--- src/rtl/sync_ram_pkg.sv ---
// rtl/sync_ram_pkg.sv - shared constants and state type for sync_ram_be
package sync_ram_pkg;

  localparam int LANE_W        = 8;

  localparam int WM_NOCHANGE   = 0;
  localparam int WM_READFIRST  = 1;
  localparam int WM_WRITEFIRST = 2;

  typedef enum logic {
    ST_CLEAR = 1'b0,
    ST_RUN   = 1'b1
  } state_t;

endpackage

--- src/rtl/sync_ram_be_if.sv ---
// rtl/sync_ram_be_if.sv - access and status bundle between a requester and sync_ram_be
interface sync_ram_be_if
  import sync_ram_pkg::*;
#(
  parameter int DATA_W = 8,
  parameter int ADDR_W = 4
);

  logic                       req;
  logic                       wr;
  logic [ADDR_W-1:0]          addr;
  logic [DATA_W/LANE_W-1:0]   be;
  logic [DATA_W-1:0]          din;
  logic                       clr;
  logic                       ready;
  logic                       init_busy;
  logic [DATA_W-1:0]          dout;
  logic                       dout_vld;

  modport master (
    output req, wr, addr, be, din, clr,
    input  ready, init_busy, dout, dout_vld
  );

  modport slave (
    input  req, wr, addr, be, din, clr,
    output ready, init_busy, dout, dout_vld
  );

endinterface

--- src/rtl/sync_ram_init_fsm.sv ---
// rtl/sync_ram_init_fsm.sv - zero-fill sequencer owning ready/init_busy and the fill write port
module sync_ram_init_fsm
  import sync_ram_pkg::*;
#(
  parameter int ADDR_W = 4
) (
  input  logic              clk,
  input  logic              rst_n,
  input  logic              clr,
  output logic              ready,
  output logic              init_busy,
  output logic              fill_we,
  output logic [ADDR_W-1:0] fill_addr
);

  localparam logic [ADDR_W-1:0] LAST_ADDR = '1;

  state_t            state_q, state_d;
  logic [ADDR_W-1:0] cnt_q, cnt_d;

  always_ff @(posedge clk or negedge rst_n) begin
    if (!rst_n) begin
      state_q <= ST_CLEAR;
      cnt_q   <= '0;
    end else begin
      state_q <= state_d;
      cnt_q   <= cnt_d;
    end
  end

  always_comb begin
    state_d = state_q;
    cnt_d   = cnt_q;
    case (state_q)
      ST_CLEAR: begin
        if (clr) begin
          cnt_d = '0;
        end else if (cnt_q == LAST_ADDR) begin
          state_d = ST_RUN;
          cnt_d   = '0;
        end else begin
          cnt_d = cnt_q + 1'b1;
        end
      end
      ST_RUN: begin
        if (clr) begin
          state_d = ST_CLEAR;
          cnt_d   = '0;
        end
      end
    endcase
  end

  // Decoded straight from the state flop so the outputs stay glitch-free registers.
  assign ready     = (state_q == ST_RUN);
  assign init_busy = (state_q == ST_CLEAR);
  assign fill_we   = (state_q == ST_CLEAR);
  assign fill_addr = cnt_q;

endmodule

--- src/rtl/sync_ram_be.sv ---
// rtl/sync_ram_be.sv - parametrised single-port RAM with byte lanes, zero-fill and 1/2-cycle reads
module sync_ram_be
  import sync_ram_pkg::*;
#(
  parameter int DATA_W  = 8,
  parameter int ADDR_W  = 4,
  parameter int RD_LAT  = 1,
  parameter int WR_MODE = 0
) (
  input  logic         clk,
  input  logic         rst_n,
  sync_ram_be_if.slave bus
);

  localparam int DEPTH = 2 ** ADDR_W;
  localparam int LANES = DATA_W / LANE_W;

  generate
    if (DATA_W < LANE_W || (DATA_W % LANE_W) != 0) begin : g_bad_width
      $fatal(1, "sync_ram_be: DATA_W must be a positive multiple of 8");
    end
    if (RD_LAT != 1 && RD_LAT != 2) begin : g_bad_lat
      $fatal(1, "sync_ram_be: RD_LAT must be 1 or 2");
    end
    if (WR_MODE != WM_NOCHANGE && WR_MODE != WM_READFIRST && WR_MODE != WM_WRITEFIRST) begin : g_bad_mode
      $fatal(1, "sync_ram_be: WR_MODE must be 0, 1 or 2");
    end
  endgenerate

  logic [DATA_W-1:0] mem [DEPTH];

  logic              fill_we;
  logic [ADDR_W-1:0] fill_addr;
  logic              accept;
  logic              user_we;
  logic              we;
  logic [ADDR_W-1:0] waddr;
  logic [LANES-1:0]  wbe;
  logic [DATA_W-1:0] wdata;
  logic [DATA_W-1:0] old_word;
  logic [DATA_W-1:0] merged_word;
  logic [DATA_W-1:0] ret_word;
  logic              ret_vld;

  sync_ram_init_fsm #(
    .ADDR_W (ADDR_W)
  ) u_init (
    .clk       (clk),
    .rst_n     (rst_n),
    .clr       (bus.clr),
    .ready     (bus.ready),
    .init_busy (bus.init_busy),
    .fill_we   (fill_we),
    .fill_addr (fill_addr)
  );

  // ready is low throughout the fill, so user writes and fill writes never coincide.
  assign accept   = bus.req && bus.ready;
  assign user_we  = accept && bus.wr;
  assign we       = fill_we || user_we;
  assign waddr    = fill_we ? fill_addr : bus.addr;
  assign wbe      = fill_we ? '1 : bus.be;
  assign wdata    = fill_we ? '0 : bus.din;
  assign old_word = mem[bus.addr];

  always_comb begin
    merged_word = old_word;
    for (int i = 0; i < LANES; i++) begin
      if (bus.be[i]) begin
        merged_word[i*LANE_W +: LANE_W] = bus.din[i*LANE_W +: LANE_W];
      end
    end
  end

  always_ff @(posedge clk) begin
    for (int i = 0; i < LANES; i++) begin
      if (we && wbe[i]) begin
        mem[waddr][i*LANE_W +: LANE_W] <= wdata[i*LANE_W +: LANE_W];
      end
    end
  end

  assign ret_vld  = accept && (!bus.wr || WR_MODE != WM_NOCHANGE);
  assign ret_word = (bus.wr && WR_MODE == WM_WRITEFIRST) ? merged_word : old_word;

  generate
    if (RD_LAT == 1) begin : g_lat1
      always_ff @(posedge clk or negedge rst_n) begin
        if (!rst_n) begin
          bus.dout     <= '0;
          bus.dout_vld <= 1'b0;
        end else begin
          bus.dout_vld <= ret_vld;
          if (ret_vld) begin
            bus.dout <= ret_word;
          end
        end
      end
    end else begin : g_lat2
      logic [DATA_W-1:0] pipe_dat;
      logic              pipe_vld;

      // Stage registers are not touched by clr, so in-flight reads drain normally.
      always_ff @(posedge clk or negedge rst_n) begin
        if (!rst_n) begin
          pipe_dat     <= '0;
          pipe_vld     <= 1'b0;
          bus.dout     <= '0;
          bus.dout_vld <= 1'b0;
        end else begin
          pipe_vld     <= ret_vld;
          bus.dout_vld <= pipe_vld;
          if (ret_vld) begin
            pipe_dat <= ret_word;
          end
          if (pipe_vld) begin
            bus.dout <= pipe_dat;
          end
        end
      end
    end
  endgenerate

endmodule
--- src/flat_wrapper.sv ---
// flat-port wrapper written by rule: the top's interface ports become plain ports
module sync_ram_be_flat import sync_ram_pkg::*;
#(
  parameter int DATA_W  = 8,
  parameter int ADDR_W  = 4,
  parameter int RD_LAT  = 1,
  parameter int WR_MODE = 0
)
  (clk, rst_n, bus_req, bus_wr, bus_addr, bus_be, bus_din, bus_clr, bus_ready, bus_init_busy, bus_dout, bus_dout_vld);
  sync_ram_be_if #(.DATA_W(DATA_W), .ADDR_W(ADDR_W)) bus_i ();
  input  logic clk;
  input  logic rst_n;
  input wire logic [$bits(bus_i.req)-1:0] bus_req;
  input wire logic [$bits(bus_i.wr)-1:0] bus_wr;
  input wire logic [$bits(bus_i.addr)-1:0] bus_addr;
  input wire logic [$bits(bus_i.be)-1:0] bus_be;
  input wire logic [$bits(bus_i.din)-1:0] bus_din;
  input wire logic [$bits(bus_i.clr)-1:0] bus_clr;
  output wire logic [$bits(bus_i.ready)-1:0] bus_ready;
  output wire logic [$bits(bus_i.init_busy)-1:0] bus_init_busy;
  output wire logic [$bits(bus_i.dout)-1:0] bus_dout;
  output wire logic [$bits(bus_i.dout_vld)-1:0] bus_dout_vld;
  assign bus_i.req = bus_req;
  assign bus_i.wr = bus_wr;
  assign bus_i.addr = bus_addr;
  assign bus_i.be = bus_be;
  assign bus_i.din = bus_din;
  assign bus_i.clr = bus_clr;
  assign bus_ready = bus_i.ready;
  assign bus_init_busy = bus_i.init_busy;
  assign bus_dout = bus_i.dout;
  assign bus_dout_vld = bus_i.dout_vld;
  sync_ram_be #(.DATA_W(DATA_W), .ADDR_W(ADDR_W), .RD_LAT(RD_LAT), .WR_MODE(WR_MODE)) u_core (.clk(clk), .rst_n(rst_n), .bus(bus_i));
endmodule
--- config.mk ---
export PLATFORM = sky130hd
export DESIGN_NAME = sync_ram_be_flat
export DESIGN_NICKNAME = d
export VERILOG_FILES = /design/src/rtl/sync_ram_pkg.sv /design/src/rtl/sync_ram_be_if.sv /design/src/rtl/sync_ram_init_fsm.sv /design/src/rtl/sync_ram_be.sv /design/src/flat_wrapper.sv
export SDC_FILE = /design/constraint.sdc
export NUM_CORES = 1
export LEC_CHECK = 0
export ABC_AREA = 1
export ABC_CLOCK_PERIOD_IN_PS = 2200
export CAP_MARGIN = 20
export CORE_MARGIN = 1
export CORE_UTILIZATION = 60
export CTS_BUF_LIST = sky130_fd_sc_hd__clkbuf_4
export CTS_CLUSTER_DIAMETER = 40
export DETAILED_ROUTE_END_ITERATION = 7
export PLACE_DENSITY_LB_ADDON = 0.12
export SETUP_SLACK_MARGIN = 0.05
export SLEW_MARGIN = 20
export SYNTH_ARGS = -nofsm -noshare
export SYNTH_HDL_FRONTEND = slang
export SYNTH_HIERARCHICAL = 1
export SYNTH_SLANG_ARGS = --single-unit
--- constraint.sdc ---
create_clock -name clk -period 2.2 [get_ports clk]
set_input_delay 0.44 -clock clk [delete_from_list [all_inputs] [get_ports clk]]
set_output_delay 0.44 -clock clk [all_outputs]
set_load 0.05 [all_outputs]
==> results.cfg, run 1 <==
[run_status]
status = completed

[timing]
fmax_mhz = 495.3
setup_viol = 0
relSlewSlack_pct = 58.99
min_period_ps = 2019
fin_skew_ps = 15.16
worst_slew_pin_slew_ps = 613.2
maxSlewViolCount = 0
setup_slack_ps = 180.9
rsz0062_at_grt = false
period_share_pct = 91.78
finalHoldViolations = 0
tns_ps = 0

[yosys]
syn_area_um2 = 5923
syn_avg_cell_area_um2 = 10.89
synth_nets = 563
yosys_warnings = 6
synth_seq_area_share_pct = 70.81
synth_cell_types = 21
yosys_register_bits = 142
postSynthCellCount = 544

[floorplanning]
ios = 29
core_area_um2 = 9415
die_w_um = 101.4
fp.dieH_um = 101.4
start_util_pct = 62.91
row_count = 35
dieArea_um2 = 10270

[worst_setup_path]
start_kind = register
cp_data_required_time_ps = 2430
cp-end-kind = register
crit_fanout = 8
critPathKind = reg2reg
cp.arrival_ps = 2250

[power]
p_int_mw = 3.908
ir_worst_vdd_mv = 0.4016
power-per-cell-area_nw_per_um2 = 745.2
p_seq_share_pct = 59.1
clkPwrFrac_pct = 32.8
p_sw_share_pct = 22.92
power_frac_comb_pct = 8.1
p_sw_mw = 1.162
cellLeakagePower_nw = 2.880

[routing]
dr.pass1.iters = 6
vias_per_cell = 5.573
vias = 4141
routed_wl_um = 13390
drc = 0
drt_iter0_markers = 411
wl_per_cell_um = 18.02
ant_nets = 0

[grt]
grt_pass1_vias = 3857
grt.overflow.total = 0
grt_pass1_wl_um = 20200
grt_usage_pct = 28.01
grt_max_degree = 49
antenna_found_initial = 0

[layout]
syn2layout_area_growth_pct = 14.87
final_common_cell = nand2_1
final_cell_mix = nand2_1, edfxtp_1, nand3_1
nets = 622
seqCellArea_um2 = 4194
multi_input_area_um2 = 1509
final_core_util_pct = 72.27
antenna_cells = 0
fillCellCount = 675
drive_gt1_share_pct = 12.70

[cts]
postCtsSetupBuffers = 0
htree_levels = 4
cts_root_buf = clkbuf_4
cts.sinks = 142
cts_hold_buf = 0
clockBufferDepth = 2
cts_resized = 5
clk_pin_slew_ps = 120
numCtsBuffers = 17
clk_latency_ps = 520
cts_tree = yes

[placed_design]
pre_cts_ws_ps = -18.66
dp_hpwl_um = 8687
gp_routability_congestion = 0.8331
port_buffers = 28

[run]
cap_violations = 0

[worst_hold_path]
hold_path_class = in2async
-- cells by family (layout without fill, tap and decap cells) --
family | Yosys count | count (layout) | synth area share [%]
buffers and inverters | 46 | 116 | 3.802
flip-flops | 142 | 142 | 70.81
AO/OA/AOI/OAI | 8 | 8 | 0.6760
adder cells (fa/ha/maj) | 1 | 1 | 0.2112
AND/OR/NAND/NOR | 347 | 347 | 24.50
-- stage by stage --
| stage | power (mW) | instances | cell area, um2 | hold WS [ps] |
|---|---|---|---|---|
| after global placement | 3.459 | 713 | 6510 | 464.7 |
| final | 5.070 | 743 | 6804 | 290.9 |
| after global routing | 5.233 | 743 | 6804 | 313.7 |
| after floorplan | 3.315 | 544 | 5928 | 144.4 |
| after CTS | 5.086 | 743 | 6792 | 292.3 |
| after detailed placement | 3.466 | 713 | 6510 | 470.6 |
-- state kept, by name, summed over array words and instances (netlist names) --
register	flops
u_core/bus.dout	8
u_core/bus.dout_vld	1
u_core/mem	128
u_core/u_init/fill_addr	4
u_core/u_init/ready	1
-- worst paths after layout --
check                                               start  depth (start not counted)                             end  slack [ps]
max                         u_core/u_init/ready$_DFF_PN0_                          6      u_core/mem[9][7]$_DFFE_PP_         180
min                                                 rst_n                          1  u_core/bus.dout[5]$_DFFE_PN0P_         290
max reg2reg                 u_core/u_init/ready$_DFF_PN0_                          6      u_core/mem[9][7]$_DFFE_PP_         180
min reg2reg                u_core/bus.dout[4]$_DFFE_PN0P_                          2  u_core/bus.dout[4]$_DFFE_PN0P_         490
max in group asynchronous                           rst_n                          1  u_core/bus.dout[0]$_DFFE_PN0P_        1500
min in group clk           u_core/bus.dout[4]$_DFFE_PN0P_                          2  u_core/bus.dout[4]$_DFFE_PN0P_         490
-- layout make-up --
class	instances	share of cell area, %
inverters	20	1.103
well taps	129	2.372
repair buffers	66	8.477
clock buffers	19	2.096
multi-input cells	356	22.18
clock inverters	11	2.133
flip-flops and latches	142	61.64
-- power groups by stage --
stage          combinational, mW  sequential (mW)  clock (mW)
2_1_floorplan              0.233             3.08           0
3_3_place_gp               0.404             3.05           0
3_5_place_dp               0.410             3.06           0
4_1_cts                    0.409             3.00        1.68
5_1_grt                    0.452             3.00        1.78
6_report                   0.412             3.00        1.66
-- critical path, stage by stage (launching register included) --
cell and delay [ps]:
dfrtp_1 430, inv_2 70, inv_1 90, o21ai_0 410, nand3_1 360, nor2_1 190, buf_4 180
-- metal layers --
| layer | GRT usage, % | part of all wire, % |
|---|---|---|
| met5 | 0 | 0 |
| met4 | 11.15 | 2.4 |
| met3 | 5.866 | 9.8 |
| met2 | 44.69 | 47 |
| met1 | 38.16 | 40 |
-- synthesized netlist by cell type --
cell type  instances  area, um2
nand2_1          210      788.3
edfxtp_1         128       3844
nand3_1          101      505.5
nor2_1            28      105.1
inv_1             18      67.56
dfrtp_1           14      350.3
buf_2             12      60.06
buf_4             10      75.07
o21ai_0            6      30.03
clkbuf_1           3      11.26
a21oi_1            2      10.01
inv_2              2      7.510
or2_2              2      12.51
and3_1             1      6.260
buf_1              1      3.750
ha_1               1      12.51
nand3_2            1      10.01
nand4_1            1      6.260
nor2_2             1      6.260
nor3_1             1      5.000
or2_1              1      6.260
(Power assumes the default switching activity.)
==> run 2, diff against run 1 <==
--- a/config.mk
+++ b/config.mk
@@ -14,6 +14,7 @@
 export CTS_CLUSTER_DIAMETER = 40
 export DETAILED_ROUTE_END_ITERATION = 7
 export PLACE_DENSITY_LB_ADDON = 0.12
+export REMOVE_ABC_BUFFERS = 1
 export SETUP_SLACK_MARGIN = 0.05
 export SLEW_MARGIN = 20
 export SYNTH_ARGS = -nofsm -noshare
==> run 2 against run 1 <==
Net effect:
- sequential power about the same
- non-clock buffer count shrank 2
- core utilization is the same
- flip-flop and latch count unchanged
- wire length grew 1.3%
- register-to-register slack improved by 40 ps
- clock power up 8%
- maximum frequency grew 2.0%
- critical path depth up 3
- clock skew grew 11 ps
- hold slack gained 30 ps
- via count about the same
- critical path type unchanged
- largest power group unchanged
- highest routed layer unchanged
==> results.cfg, run 2 (same netlist as run 1, synthesis figures left out) <==
[run_status]
status = completed

[timing]
min_period_ps = 1979
setup_slack_ps = 221.4
fin_skew_ps = 26.00
tns_ps = 0
period_share_pct = 89.93
setup_viol = 0
finalHoldViolations = 0
rsz0062_at_grt = false
relSlewSlack_pct = 54.78
holdWs_ps = 321.2
worst_slew_pin_slew_ps = 676.2
maxSlewViolCount = 0
fmax_mhz = 505.4

[grt]
grt.overflow.total = 0
grt_max_degree = 41
antenna_found_initial = 0
grt_pass1_wl_um = 20500
grt_usage_pct = 28.78
grt_pass1_vias = 3829

[worst_setup_path]
cp_slowest_cell = dfrtp_1
critPathBufInv = 4
cp.arrival_ps = 2200
start_kind = register
crit_family = simple AND/OR/NAND/NOR gates
crit_chain = inv_2 > inv_1 > or2_1 > o21ai_0 > inv_1 > nor2_1 > nand2_1 > nor2_1 > buf_4
cpPeakStageDelay_ps = 420
critPathKind = reg2reg
cp_data_required_time_ps = 2420
cp-end-kind = register
crit_fanout = 8

[cts]
numCtsBuffers = 17
htree_levels = 4
clk_latency_ps = 510
cts_hold_buf = 0
clk_pin_slew_ps = 130
cts_resized = 7
cts.sinks = 142
postCtsSetupBuffers = 0
cts_root_buf = clkbuf_4
cts_tree = yes
clockBufferDepth = 2

[floorplanning]
row_count = 35
ios = 29
die_w_um = 101.4
dieArea_um2 = 10270
start_util_pct = 62.91
fp.dieH_um = 101.4
core_area_um2 = 9415

[layout]
stdcell_count = 743
antenna_cells = 0
fillCellCount = 706
final_cell_mix = nand2_1, edfxtp_1, nand3_1
nets = 620
largest_reg_flops = 128
final_core_util_pct = 72.27
final_common_cell = nand2_1
max_flop_register = u_core/mem
drive_gt1_share_pct = 11.89
syn2layout_area_growth_pct = 14.87

[power]
power-per-cell-area_nw_per_um2 = 763.2
ir_worst_vdd_mv = 0.6546
cellLeakagePower_nw = 2.855

[worst_hold_path]
hold_path_class = in2async

[routing]
vias_per_cell = 5.579
vias = 4145
ant_nets = 0
drc = 0
routed_wl_um = 13560
wl_per_cell_um = 18.25
drt_iter0_markers = 442
dr.pass1.iters = 5

[placed_design]
dpl.cell_count = 711
gp_routability_congestion = 0.8968
dp_hpwl_um = 9065
pre_cts_ws_ps = 6.937
port_buffers = 28

[run]
cap_violations = 0
==> run 2: cell count changes in the layout (fill, tap and decap cells not counted) <==
cell / delta
buf_4: -2
dlygate4sd2_1: +2
bufinv_16: +1
clkinv_2: -1
nor2_1: +2
clkinv_4: -1
nor2_2: -2
dlymetal6s2s_1: -2
clkinv_1: +3
==> run 2: path summary, 6_finish.rpt <==
| path | start | endpoint | slack [ps] | cells after the start |
|---|---|---|---|---|
| max | u_core/u_init/ready$_DFF_PN0_ | u_core/mem[10][1]$_DFFE_PP_ | 220 | 9 |
| min | rst_n | u_core/u_init/fill_addr[2]$_DFFE_PN0P_ | 320 | 1 |
| max reg2reg | u_core/u_init/ready$_DFF_PN0_ | u_core/mem[10][1]$_DFFE_PP_ | 220 | 9 |
| min reg2reg | u_core/bus.dout[1]$_DFFE_PN0P_ | u_core/bus.dout[1]$_DFFE_PN0P_ | 490 | 2 |
| max in group asynchronous | rst_n | u_core/bus.dout[2]$_DFFE_PN0P_ | 1430 | 1 |
| min in group clk | u_core/bus.dout[1]$_DFFE_PN0P_ | u_core/bus.dout[1]$_DFFE_PN0P_ | 490 | 2 |
==> run 2: where the power goes <==
group          total (mW)  internal, mW  leakage (nW)  switching [mW]
Combinational       0.410         0.136          1.30           0.274
Clock                1.79         0.914         0.161           0.872
Sequential           3.00          2.97          1.39          0.0259
==> run 2: per-layer routing <==
| layer | up-vias | GRT usage (%) | part of all wire [%] |
|---|---|---|---|
| li1 | 1966 | - | - |
| met5 | - | 0 | 0 |
| met1 | 1885 | 41.84 | 43 |
| met2 | 247 | 42.44 | 44 |
| met4 | 0 | 12.82 | 3.5 |
| met3 | 47 | 6.211 | 9.6 |
==> run 2: worst register-to-register path: stages, from the launching register on <==
cell and delay (ps):
dfrtp_1 420, inv_2 60, inv_1 90, or2_1 270, o21ai_0 150, inv_1 90
nor2_1 90, nand2_1 170, nor2_1 160, buf_4 180
==> run 2: metrics by stage <==
| step | cell area, um2 | power, mW |
|---|---|---|
| floorplan | 5773 | 3.271 |
| CTS | 6797 | 5.200 |
| detailed placement | 6490 | 3.467 |
| global placement | 6490 | 3.456 |
| finish | 6804 | 5.193 |
| global route | 6804 | 5.347 |
==> run 2: final cells by class <==
type	count	area (um2)	area share, %
tap	129	161.4	2.372
multi-input combinational	356	1504	22.10
inverter	20	75.07	1.103
timing repair buffer	64	554.3	8.146
clock inverter	13	172.7	2.538
clock buffer	19	142.6	2.096
sequential	142	4194	61.64
==> run 3, diff against run 2 <==
--- a/config.mk
+++ b/config.mk
@@ -8,11 +8,12 @@
 export ABC_AREA = 1
 export ABC_CLOCK_PERIOD_IN_PS = 2200
 export CAP_MARGIN = 20
-export CORE_MARGIN = 1
+export CORE_MARGIN = 4
 export CORE_UTILIZATION = 60
 export CTS_BUF_LIST = sky130_fd_sc_hd__clkbuf_4
 export CTS_CLUSTER_DIAMETER = 40
 export DETAILED_ROUTE_END_ITERATION = 7
+export GPL_TIMING_DRIVEN = 0
 export PLACE_DENSITY_LB_ADDON = 0.12
 export REMOVE_ABC_BUFFERS = 1
 export SETUP_SLACK_MARGIN = 0.05
==> run 3 against run 2 <==
Net effect:
- cell area rose by 0.13%
- combinational power increased by 5.4%
- maximum frequency is 6.6% lower
- setup slack worse by 140 ps
- sequential power about the same
- die area up 12%
- flip-flop and latch count unchanged
- critical endpoint is now u_core/mem[5][4]$_DFFE_PP_
==> results.cfg, run 3 (same netlist as run 1, synthesis figures left out) <==
[timing]
fmax_mhz = 472.2
period_share_pct = 96.26
fin_skew_ps = 18.41
holdWs_ps = 309.9
min_period_ps = 2118
setup_viol = 0
relSlewSlack_pct = 24.69
worst_slew_pin_slew_ps = 1126
maxSlewViolCount = 0
finalHoldViolations = 0
rsz0062_at_grt = true

[worst_setup_path]
crit_family = simple AND/OR/NAND/NOR gates
cpPeakStageDelay_ps = 470
critPathKind = reg2reg
cp.arrival_ps = 2310
crit_fanout = 10
start_kind = register
crit_chain = inv_6 > inv_1 > or2_2 > o21ai_1 > nand2_2 > nor2_4
critPathBufInv = 2
cp_slowest_cell = dfrtp_2
cp_data_required_time_ps = 2390
cp-end-kind = register

[power]
p_int_mw = 4.015
p_sw_mw = 1.255
cellLeakagePower_nw = 2.697
p_sw_share_pct = 23.82
power_frac_comb_pct = 8.2
ir_worst_vdd_mv = 0.4152
power-per-cell-area_nw_per_um2 = 773.6
p_seq_share_pct = 56.8
clkPwrFrac_pct = 35.0

[routing]
drt_iter0_markers = 452
dr.pass1.iters = 5
ant_nets = 0
vias_per_cell = 5.789
routed_wl_um = 13710
wl_per_cell_um = 19.12
vias = 4151
drc = 0

[cts]
cts_tree = yes
numCtsBuffers = 17
htree_levels = 4
clk_latency_ps = 520
cts.sinks = 142
clockBufferDepth = 2
cts_root_buf = clkbuf_4
clk_pin_slew_ps = 130

[grt]
grt_pass1_wl_um = 21050
antenna_found_initial = 0
grt_usage_pct = 24.93
grt_pass1_vias = 3822
grt.overflow.total = 0
grt_max_degree = 67

[worst_hold_path]
hold_path_class = in2async

[layout]
largest_reg_flops = 128
final_cell_mix = nand2_1, edfxtp_1, nand3_1
drive_gt1_share_pct = 14.12
syn2layout_area_growth_pct = 15.02
max_flop_register = u_core/mem
antenna_cells = 0
final_common_cell = nand2_1
fin_area_um2 = 6813
nets = 594

[floorplanning]
dieArea_um2 = 11530
row_count = 35
core_area_um2 = 9415
start_util_pct = 62.91
fp.dieH_um = 107.4
die_w_um = 107.4
ios = 29

[run_status]
status = completed

[placed_design]
dp_hpwl_um = 7809
placed_cell_area_um2 = 6212
gp_routability_congestion = 0.8237
port_buffers = 28

[run]
cap_violations = 0
==> run 3: final timing paths <==
kind | startpoint | to | slack [ps] | cells past startpoint
setup / recovery | u_core/u_init/ready$_DFF_PN0_ | u_core/mem[5][4]$_DFFE_PP_ | 80 | 6
hold / removal | rst_n | u_core/bus.dout_vld$_DFF_PN0_ | 310 | 1
setup reg to reg | u_core/u_init/ready$_DFF_PN0_ | u_core/mem[5][4]$_DFFE_PP_ | 80 | 6
hold reg to reg | u_core/bus.dout[4]$_DFFE_PN0P_ | u_core/bus.dout[4]$_DFFE_PN0P_ | 490 | 2
max in group asynchronous | rst_n | u_core/u_init/ready$_DFF_PN0_ | 1420 | 1
min in group clk | u_core/bus.dout[4]$_DFFE_PN0P_ | u_core/bus.dout[4]$_DFFE_PN0P_ | 490 | 2
==> run 3: timing repair <==
action	CTS	global route
hold endpoints to repair	0	0
buffers inserted	5	4
pin swaps	4	4
gates cloned	1	0
resized for setup	52	15
setup endpoints to repair	139	137
hold buffers	0	0
==> run 3: per-stage QoR <==
stage | std cells | worst slack (ps) | total power, mW | TNS (ps) | util (%)
after floorplan | 518 | -279.0 | 3.271 | -30900 | -
after global placement | 675 | -2580 | 3.441 | -316060 | 66.01
after detailed placement | 675 | -975.6 | 3.445 | -117420 | 65.98
after CTS | 713 | 31.67 | 5.269 | 0 | 71.50
after global routing | 717 | -16.76 | 5.458 | -72.01 | 72.36
final | 717 | 82.20 | 5.271 | 0 | 72.36
==> run 3: power by group through the flow <==
stage / Combinational, mW / Clock [mW] / Sequential, mW
after floorplan: 0.189 / 0 / 3.08
after global placement: 0.388 / 0 / 3.05
after detailed placement: 0.388 / 0 / 3.06
final: 0.432 / 1.84 / 2.99
after global routing: 0.470 / 1.99 / 3.00
after CTS: 0.418 / 1.86 / 2.99
==> run 3: metal layers <==
metal	share of wire, %	global-route usage [%]	up-vias
li1	-	-	1917
met1	41	33.82	2007
met2	49	40.21	195
met3	7.7	5.159	32
met4	2.5	9.197	0
met5	0	0	-
==> run 3: cell type report <==
cell class | instances | area, um2
repair buffers | 37 | 366.6
flip-flops and latches | 142 | 4195
well taps | 129 | 161.4
repair inverters | 1 | 7.507
inverters | 20 | 85.08
clock buffers | 18 | 135.1
clock inverters | 14 | 190.2
multi-input cells | 356 | 1672
fillers | 658 | 2603
